===== src/rtl/mem_port_arbiter_pkg.sv =====
// Shared types and defaults for the IF/MEM single-port memory arbiter.
package mem_port_arbiter_pkg;

    localparam int WORD_W           = 32;
    localparam int STARVE_LIMIT_DEF = 4;
    localparam int TIMEOUT_DEF      = 64;
    localparam int CW_DEF           = 7;

    typedef logic [WORD_W-1:0] word_t;

    typedef enum logic [1:0] {
        ARB_IDLE   = 2'd0,
        ARB_BUSY_D = 2'd1,
        ARB_BUSY_I = 2'd2,
        ARB_RESP   = 2'd3
    } arb_state_t;

    function automatic logic isBusy(input arb_state_t s);
        return (s == ARB_BUSY_D) || (s == ARB_BUSY_I);
    endfunction

endpackage


===== src/rtl/mem_arb_timer.sv =====
// Watchdog for memory accesses: counts enabled cycles, flags the last allowed one.
module mem_arb_timer #(
    parameter int CW      = 7,
    parameter int TIMEOUT = 64
) (
    input  logic clk,
    input  logic rst_n,
    input  logic clear,
    input  logic enable,
    output logic expired
);

    logic [CW-1:0] cnt_r;
    logic          expired_r;

    // Cycle counter; expired_r is pre-decoded so it is high during the TIMEOUT-th cycle.
    always_ff @(posedge clk or negedge rst_n) begin
        if (!rst_n) begin
            cnt_r     <= {CW{1'b0}};
            expired_r <= 1'b0;
        end else if (clear) begin
            cnt_r     <= {CW{1'b0}};
            expired_r <= 1'b0;
        end else if (enable) begin
            cnt_r     <= cnt_r + {{(CW-1){1'b0}}, 1'b1};
            expired_r <= (cnt_r == CW'(TIMEOUT - 2));
        end else begin
            cnt_r     <= cnt_r;
            expired_r <= expired_r;
        end
    end

    assign expired = expired_r;

endmodule


===== src/rtl/mem_port_arbiter.sv =====
// Arbitrates one single-ported memory between fetch and load/store, data first
// with a starvation cap for fetch, plus a watchdog that aborts hung accesses.
module mem_port_arbiter
    import mem_port_arbiter_pkg::*;
#(
    parameter int STARVE_LIMIT = STARVE_LIMIT_DEF,
    parameter int TIMEOUT      = TIMEOUT_DEF,
    parameter int CW           = CW_DEF
) (
    input  logic              clk,
    input  logic              rst_n,
    input  logic              if_req,
    input  logic [WORD_W-1:0] if_addr,
    output logic [WORD_W-1:0] if_rdata,
    output logic              if_done,
    input  logic              d_read,
    input  logic              d_write,
    input  logic [WORD_W-1:0] d_addr,
    input  logic [WORD_W-1:0] d_wdata,
    output logic [WORD_W-1:0] d_rdata,
    output logic              d_done,
    output logic              stall_f,
    output logic              stall_m,
    output logic              mem_req,
    output logic              mem_we,
    output logic [WORD_W-1:0] mem_addr,
    output logic [WORD_W-1:0] mem_wdata,
    input  logic [WORD_W-1:0] mem_rdata,
    input  logic              mem_ready,
    output logic              err
);

    localparam int SW = $clog2(STARVE_LIMIT + 1);

    arb_state_t    state_r, nextState_s;
    logic [SW-1:0] starveCnt_r;
    logic          memReq_r, memWe_r, ifDone_r, dDone_r, err_r;
    word_t         memAddr_r, memWdata_r, ifRdata_r, dRdata_r;
    logic          dReq_s, starveHit_s, grantD_s, grantI_s, busy_s;
    logic          okDone_s, abort_s, finish_s, expired_s;

    assign dReq_s      = d_read | d_write;
    assign starveHit_s = if_req && (starveCnt_r == SW'(STARVE_LIMIT));
    assign grantD_s    = (state_r == ARB_IDLE) && dReq_s && !starveHit_s;
    assign grantI_s    = (state_r == ARB_IDLE) && if_req && !grantD_s;
    assign busy_s      = isBusy(state_r);
    assign okDone_s    = busy_s && mem_ready;
    assign abort_s     = busy_s && !mem_ready && expired_s;
    assign finish_s    = okDone_s || abort_s;

    mem_arb_timer #(.CW(CW), .TIMEOUT(TIMEOUT)) u_timer (
        .clk     (clk),
        .rst_n   (rst_n),
        .clear   (!busy_s),
        .enable  (busy_s),
        .expired (expired_s)
    );

    // Next-state decode: one grant per IDLE cycle, RESP always lasts one cycle.
    always_comb begin
        nextState_s = state_r;
        case (state_r)
            ARB_IDLE: begin
                if (grantD_s) begin
                    nextState_s = ARB_BUSY_D;
                end else if (grantI_s) begin
                    nextState_s = ARB_BUSY_I;
                end else begin
                    nextState_s = ARB_IDLE;
                end
            end
            ARB_BUSY_D, ARB_BUSY_I: begin
                if (finish_s) begin
                    nextState_s = ARB_RESP;
                end else begin
                    nextState_s = state_r;
                end
            end
            ARB_RESP: nextState_s = ARB_IDLE;
            default:  nextState_s = ARB_IDLE;
        endcase
    end

    // State register.
    always_ff @(posedge clk or negedge rst_n) begin
        if (!rst_n) begin
            state_r <= ARB_IDLE;
        end else begin
            state_r <= nextState_s;
        end
    end

    // Consecutive data grants while fetch waits; cleared by a fetch grant or an idle fetch.
    always_ff @(posedge clk or negedge rst_n) begin
        if (!rst_n) begin
            starveCnt_r <= {SW{1'b0}};
        end else if ((state_r == ARB_IDLE) && (grantI_s || !if_req)) begin
            starveCnt_r <= {SW{1'b0}};
        end else if (grantD_s && (starveCnt_r != SW'(STARVE_LIMIT))) begin
            starveCnt_r <= starveCnt_r + {{(SW-1){1'b0}}, 1'b1};
        end else begin
            starveCnt_r <= starveCnt_r;
        end
    end

    // Memory-side request: address/data latched at grant and frozen until completion.
    always_ff @(posedge clk or negedge rst_n) begin
        if (!rst_n) begin
            memReq_r   <= 1'b0;
            memWe_r    <= 1'b0;
            memAddr_r  <= {WORD_W{1'b0}};
            memWdata_r <= {WORD_W{1'b0}};
        end else if (grantD_s) begin
            memReq_r   <= 1'b1;
            memWe_r    <= d_write;
            memAddr_r  <= d_addr;
            memWdata_r <= d_wdata;
        end else if (grantI_s) begin
            memReq_r   <= 1'b1;
            memWe_r    <= 1'b0;
            memAddr_r  <= if_addr;
            memWdata_r <= memWdata_r;
        end else if (finish_s) begin
            memReq_r   <= 1'b0;
            memWe_r    <= 1'b0;
            memAddr_r  <= memAddr_r;
            memWdata_r <= memWdata_r;
        end else begin
            memReq_r   <= memReq_r;
            memWe_r    <= memWe_r;
            memAddr_r  <= memAddr_r;
            memWdata_r <= memWdata_r;
        end
    end

    // Completion side: done pulses, read data capture (zeroed on abort), sticky error.
    always_ff @(posedge clk or negedge rst_n) begin
        if (!rst_n) begin
            ifDone_r  <= 1'b0;
            dDone_r   <= 1'b0;
            ifRdata_r <= {WORD_W{1'b0}};
            dRdata_r  <= {WORD_W{1'b0}};
            err_r     <= 1'b0;
        end else begin
            ifDone_r <= finish_s && (state_r == ARB_BUSY_I);
            dDone_r  <= finish_s && (state_r == ARB_BUSY_D);
            err_r    <= err_r | abort_s;
            if (finish_s && (state_r == ARB_BUSY_I)) begin
                ifRdata_r <= okDone_s ? mem_rdata : {WORD_W{1'b0}};
            end else begin
                ifRdata_r <= ifRdata_r;
            end
            if (finish_s && (state_r == ARB_BUSY_D) && !memWe_r) begin
                dRdata_r <= okDone_s ? mem_rdata : {WORD_W{1'b0}};
            end else begin
                dRdata_r <= dRdata_r;
            end
        end
    end

    assign if_rdata  = ifRdata_r;
    assign if_done   = ifDone_r;
    assign d_rdata   = dRdata_r;
    assign d_done    = dDone_r;
    assign mem_req   = memReq_r;
    assign mem_we    = memWe_r;
    assign mem_addr  = memAddr_r;
    assign mem_wdata = memWdata_r;
    assign err       = err_r;
    assign stall_f   = if_req & ~ifDone_r;
    assign stall_m   = dReq_s & ~dDone_r;

endmodule

===== config.mk =====
export PLATFORM = sky130hd
export DESIGN_NAME = mem_port_arbiter
export DESIGN_NICKNAME = d
export VERILOG_FILES = /design/src/rtl/mem_port_arbiter_pkg.sv /design/src/rtl/mem_arb_timer.sv /design/src/rtl/mem_port_arbiter.sv
export SDC_FILE = /design/constraint.sdc
export NUM_CORES = 1
export LEC_CHECK = 0
export ABC_AREA = 1
export CAP_MARGIN = 5
export CORE_ASPECT_RATIO = 0.8
export CORE_MARGIN = 3
export CORE_UTILIZATION = 35
export CTS_BUF_LIST = sky130_fd_sc_hd__clkbuf_8
export DETAILED_ROUTE_END_ITERATION = 10
export DONT_BUFFER_PORTS = 1
export SETUP_SLACK_MARGIN = 0.1
export SLEW_MARGIN = 10
export SYNTH_ARGS = -nofsm -noshare
export SYNTH_HDL_FRONTEND = slang
export SYNTH_SLANG_ARGS = --single-unit

===== constraint.sdc =====
create_clock -name clk -period 1.9 [get_ports clk]
set_clock_uncertainty 0.05 [all_clocks]
set_input_delay 0.38 -clock clk [delete_from_list [all_inputs] [get_ports clk]]
set_output_delay 0.38 -clock clk [all_outputs]
set_load 0.005 [all_outputs]

==> flow_summary_export.csv <==
group,metric,value,unit
run_status,status,"finished, violations left",
run_status,violations,"negative hold slack",
placed_design,hpwl,13.0,mm
synth,ys_seq_elements,146,
clocking,clk_latency,0.44,ns
grt,met2_usage,27.1,%
critical_path,crit_slowest_cell,"dfrtp_1",
pwr,p_leak,4.26,nW
clocking,clock_sink_count,146,
critical_path,crit_chain,"inv_1, ha_1, buf_4, nand2_1, buf_12, nor2_1, nand2_1, nand2_1",
hold_path,min_path_type,"in -> async",
sta,max-slew-margin-rel,72.4,%
grt,grtUsageTotal,17.7,%
clocking,htree_num_levels,4,
synth,ys_seq_area_share,54.5,%
finish,diodes,0,
grt,top_usage_layer,"met2",
grt,met1_usage,22.9,%
finish,final_nets,1016,
clocking,clk_pin_slew,0.09,ns
flow_run,maxCapViolations,0,
sta,fmax,602,MHz
sta,report.final.slew_viol_count,0,
grt,grt_pass1_wl,29.1,mm
critical_path,critPathLaunchType,"flip-flop",
detailed_routing,ant_nets,0,
detailed_routing,wirelength,18.8,mm
grt,met3_usage,8.73,%
critical_path,max_stage_delay,0.38,ns
synth,yosysMostFrequentCell,"nand2_1",
sta,timing.hold.ws,-0.427,ns
floorplanning,die_h,130,µm
pwr,power_per_cell_area,1660,mW/mm²
grt,grt_max_degree,147,
finish,fin_util,41.2,%
sta,finalCriticalPeriod,1.66,ns
detailed_routing,routed_via_density,4.68,
clocking,postCtsSetupBuffers,0,
floorplanning,start_util,36.3,%
synth,ys.flop_type,"dfrtp_1",
clocking,cts_made_buffers,17,
critical_path,cp-end-kind,"flip-flop",
clocking,cts_tree,"done",
grt,grt.overflow.total,0,
synth,synth_edf_count,0,
detailed_routing,dr_total_vias,5327,
critical_path,worstSetupPathType,"reg -> reg",
synth,synth_common_cells,"nand2_1, dfrtp_1, inv_1",
critical_path,worst_path_most_repeated_cell,"nand2_1",
grt,grt_pass1_vias,5140,
synth,synthArstFlopShare,100,%
critical_path,path_max_fanout,22,
detailed_routing,drcViolationCount,0,
sta,rsz0062_at_grt,"true",
floorplanning,rows,44,
critical_path,required,2.23,ns
sta,fin_crit_sh,87.4,%
placed_design,gp_congestion,0.769,
placed_design,numPortBuffers,0,
finish,drive_gt1_share,6.55,%
synth,synth_warnings,0,
synth,yosys-top-cells-area,"dfrtp_1, nand2_1, nand3_1, inv_1, nor2_1",
detailed_routing,first_iter_violations,444,
sta,setup_violations,0,
critical_path,worstPathArrival,1.99,ns
synth,syn_nets,1009,
finish,area_growth,13.4,%
synth,netlist_area,0.00670,mm²
clocking,root_buffer,"clkbuf_8",
sta,tightest_slew,0.413,ns
synth,synth_cell_types,25,
synth,postSynthCellCount,867,
sta,hold_violations,146,
detailed_routing,first_pass_iters,4,
sta,fin_setup_tns,0,ns
synth,synth_top_area_share,54.5,%
clocking,clock_path_buffers,2,
floorplanning,io-pin-count,269,
critical_path,crit_buf_inv,3,
synth,syn-mean-instance-area,7.73,µm²
floorplanning,dieArea,0.0209,mm²
critical_path,crit_family,"simple AND/OR/NAND/NOR gates",
detailed_routing,wl_per_cell,16.5,µm
synth,yosys.area.top_type,"dfrtp_1",
floorplanning,core_area,0.0184,mm²
floorplanning,fp.dieW,161,µm
pwr,ir_drop,0.811,mV
grt,antenna_found_initial,0,
## report_power, final
group	switching [mW]	internal (mW)
clock network	1.21	1.06
logic	2.84	1.60
registers	1.33	4.58
## area by class of cell
type,count,area (µm²)
clock buffers,18,248
clock inverters,12,110
fillers,1880,10800
inverters,117,439
multi-input cells,557,2400
flip-flops and latches,146,3650
well taps,253,317
repair buffers,35,425
## stage by stage
step	cells	instance area, µm²	total power, mW	setup slack, ns	hold WS (ns)
floorplan	867	6700	8.69	0.298	0.0344
global placement	1093	7080	10.3	0.255	0.0390
detailed placement	1093	7080	10.5	0.161	0.0384
CTS	1137	7570	12.8	0.147	-0.463
global route	1138	7600	13.7	0.0902	-0.475
finish	1138	7600	12.6	0.239	-0.427
## state kept, by name (all words and copies together), names as in the netlist
register         flops
state_r              2
u_timer.expired      1
mem_req              1
d_rdata             32
if_rdata            32
d_done               1
mem_we               1
err                  1
starveCnt_r          3
u_timer.cnt_r        7
if_done              1
mem_addr            32
mem_wdata           32
## path summary, 6_finish.rpt
check	start	end	slack [ns]	cells after the start
max reg2reg	state_r[1]	if_rdata[18]	0.24	8
min	rst_n	d_rdata[28]	-0.43	0
max in group asynchronous	rst_n	mem_addr[5]	1.93	0
min in group clk	d_wdata[27]	mem_wdata[27]	0.04	2
min reg2reg	u_timer.cnt_r[0]	u_timer.cnt_r[0]	0.45	1
max	state_r[1]	if_rdata[18]	0.24	8
## layer usage
metal	vias to the layer above	routed length, µm
met3	9	2100
li1	2642	-
met5	-	0
met1	2467	8040
met2	209	8520
met4	0	167
## worst reg2reg max path, cell delays in order (launching register included)
cell and delay [ns]:
dfrtp_1 0.38, inv_1 0.08, ha_1 0.31, buf_4 0.16, nand2_1 0.11, buf_12 0.18
nor2_1 0.18, nand2_1 0.08, nand2_1 0.07
## cell usage in the layout, fill, tap and decap left out
cell type,synthesis,final
nand4_1,1,1
nand2_1,346,345
bufinv_16,0,1
clkbuf_8,0,18
nand3_2,0,1
clkinv_4,0,2
nor2_4,0,1
xor2_1,1,1
buf_4,6,10
o21ai_0,34,34
nand3b_1,1,1
nor2_1,50,50
a21oi_1,4,4
a31o_2,1,1
buf_12,0,10
inv_1,116,117
nor4_1,1,1
ha_1,8,8
dfrtp_1,146,146
nand3_1,102,101
nor3_1,1,1
dlygate4sd3_1,0,15
inv_8,0,1
clkinvlp_4,0,2
nor3_4,0,1
xnor2_1,1,1
inv_2,1,1
o21ai_2,1,3
clkinv_2,0,3
inv_6,0,2
nand2_2,0,1
o21ai_1,3,1
## repair_timing
action	4_1_cts	5_1_grt
endpoints found under the hold margin	160	147
resized for setup	0	3
hold buffers	14	1
setup endpoints to repair	0	31
## kinds of logic after synthesis
family,synth area share (%)
xor gates and xnor gates,0.261
DFF,54.5
AOI/OAI and AO/OA,3.32
buffers and inverters,9.99
and+or+nand+nor,30.4
adders and majority gates,1.49
Power figures use the tool's default switching activity.
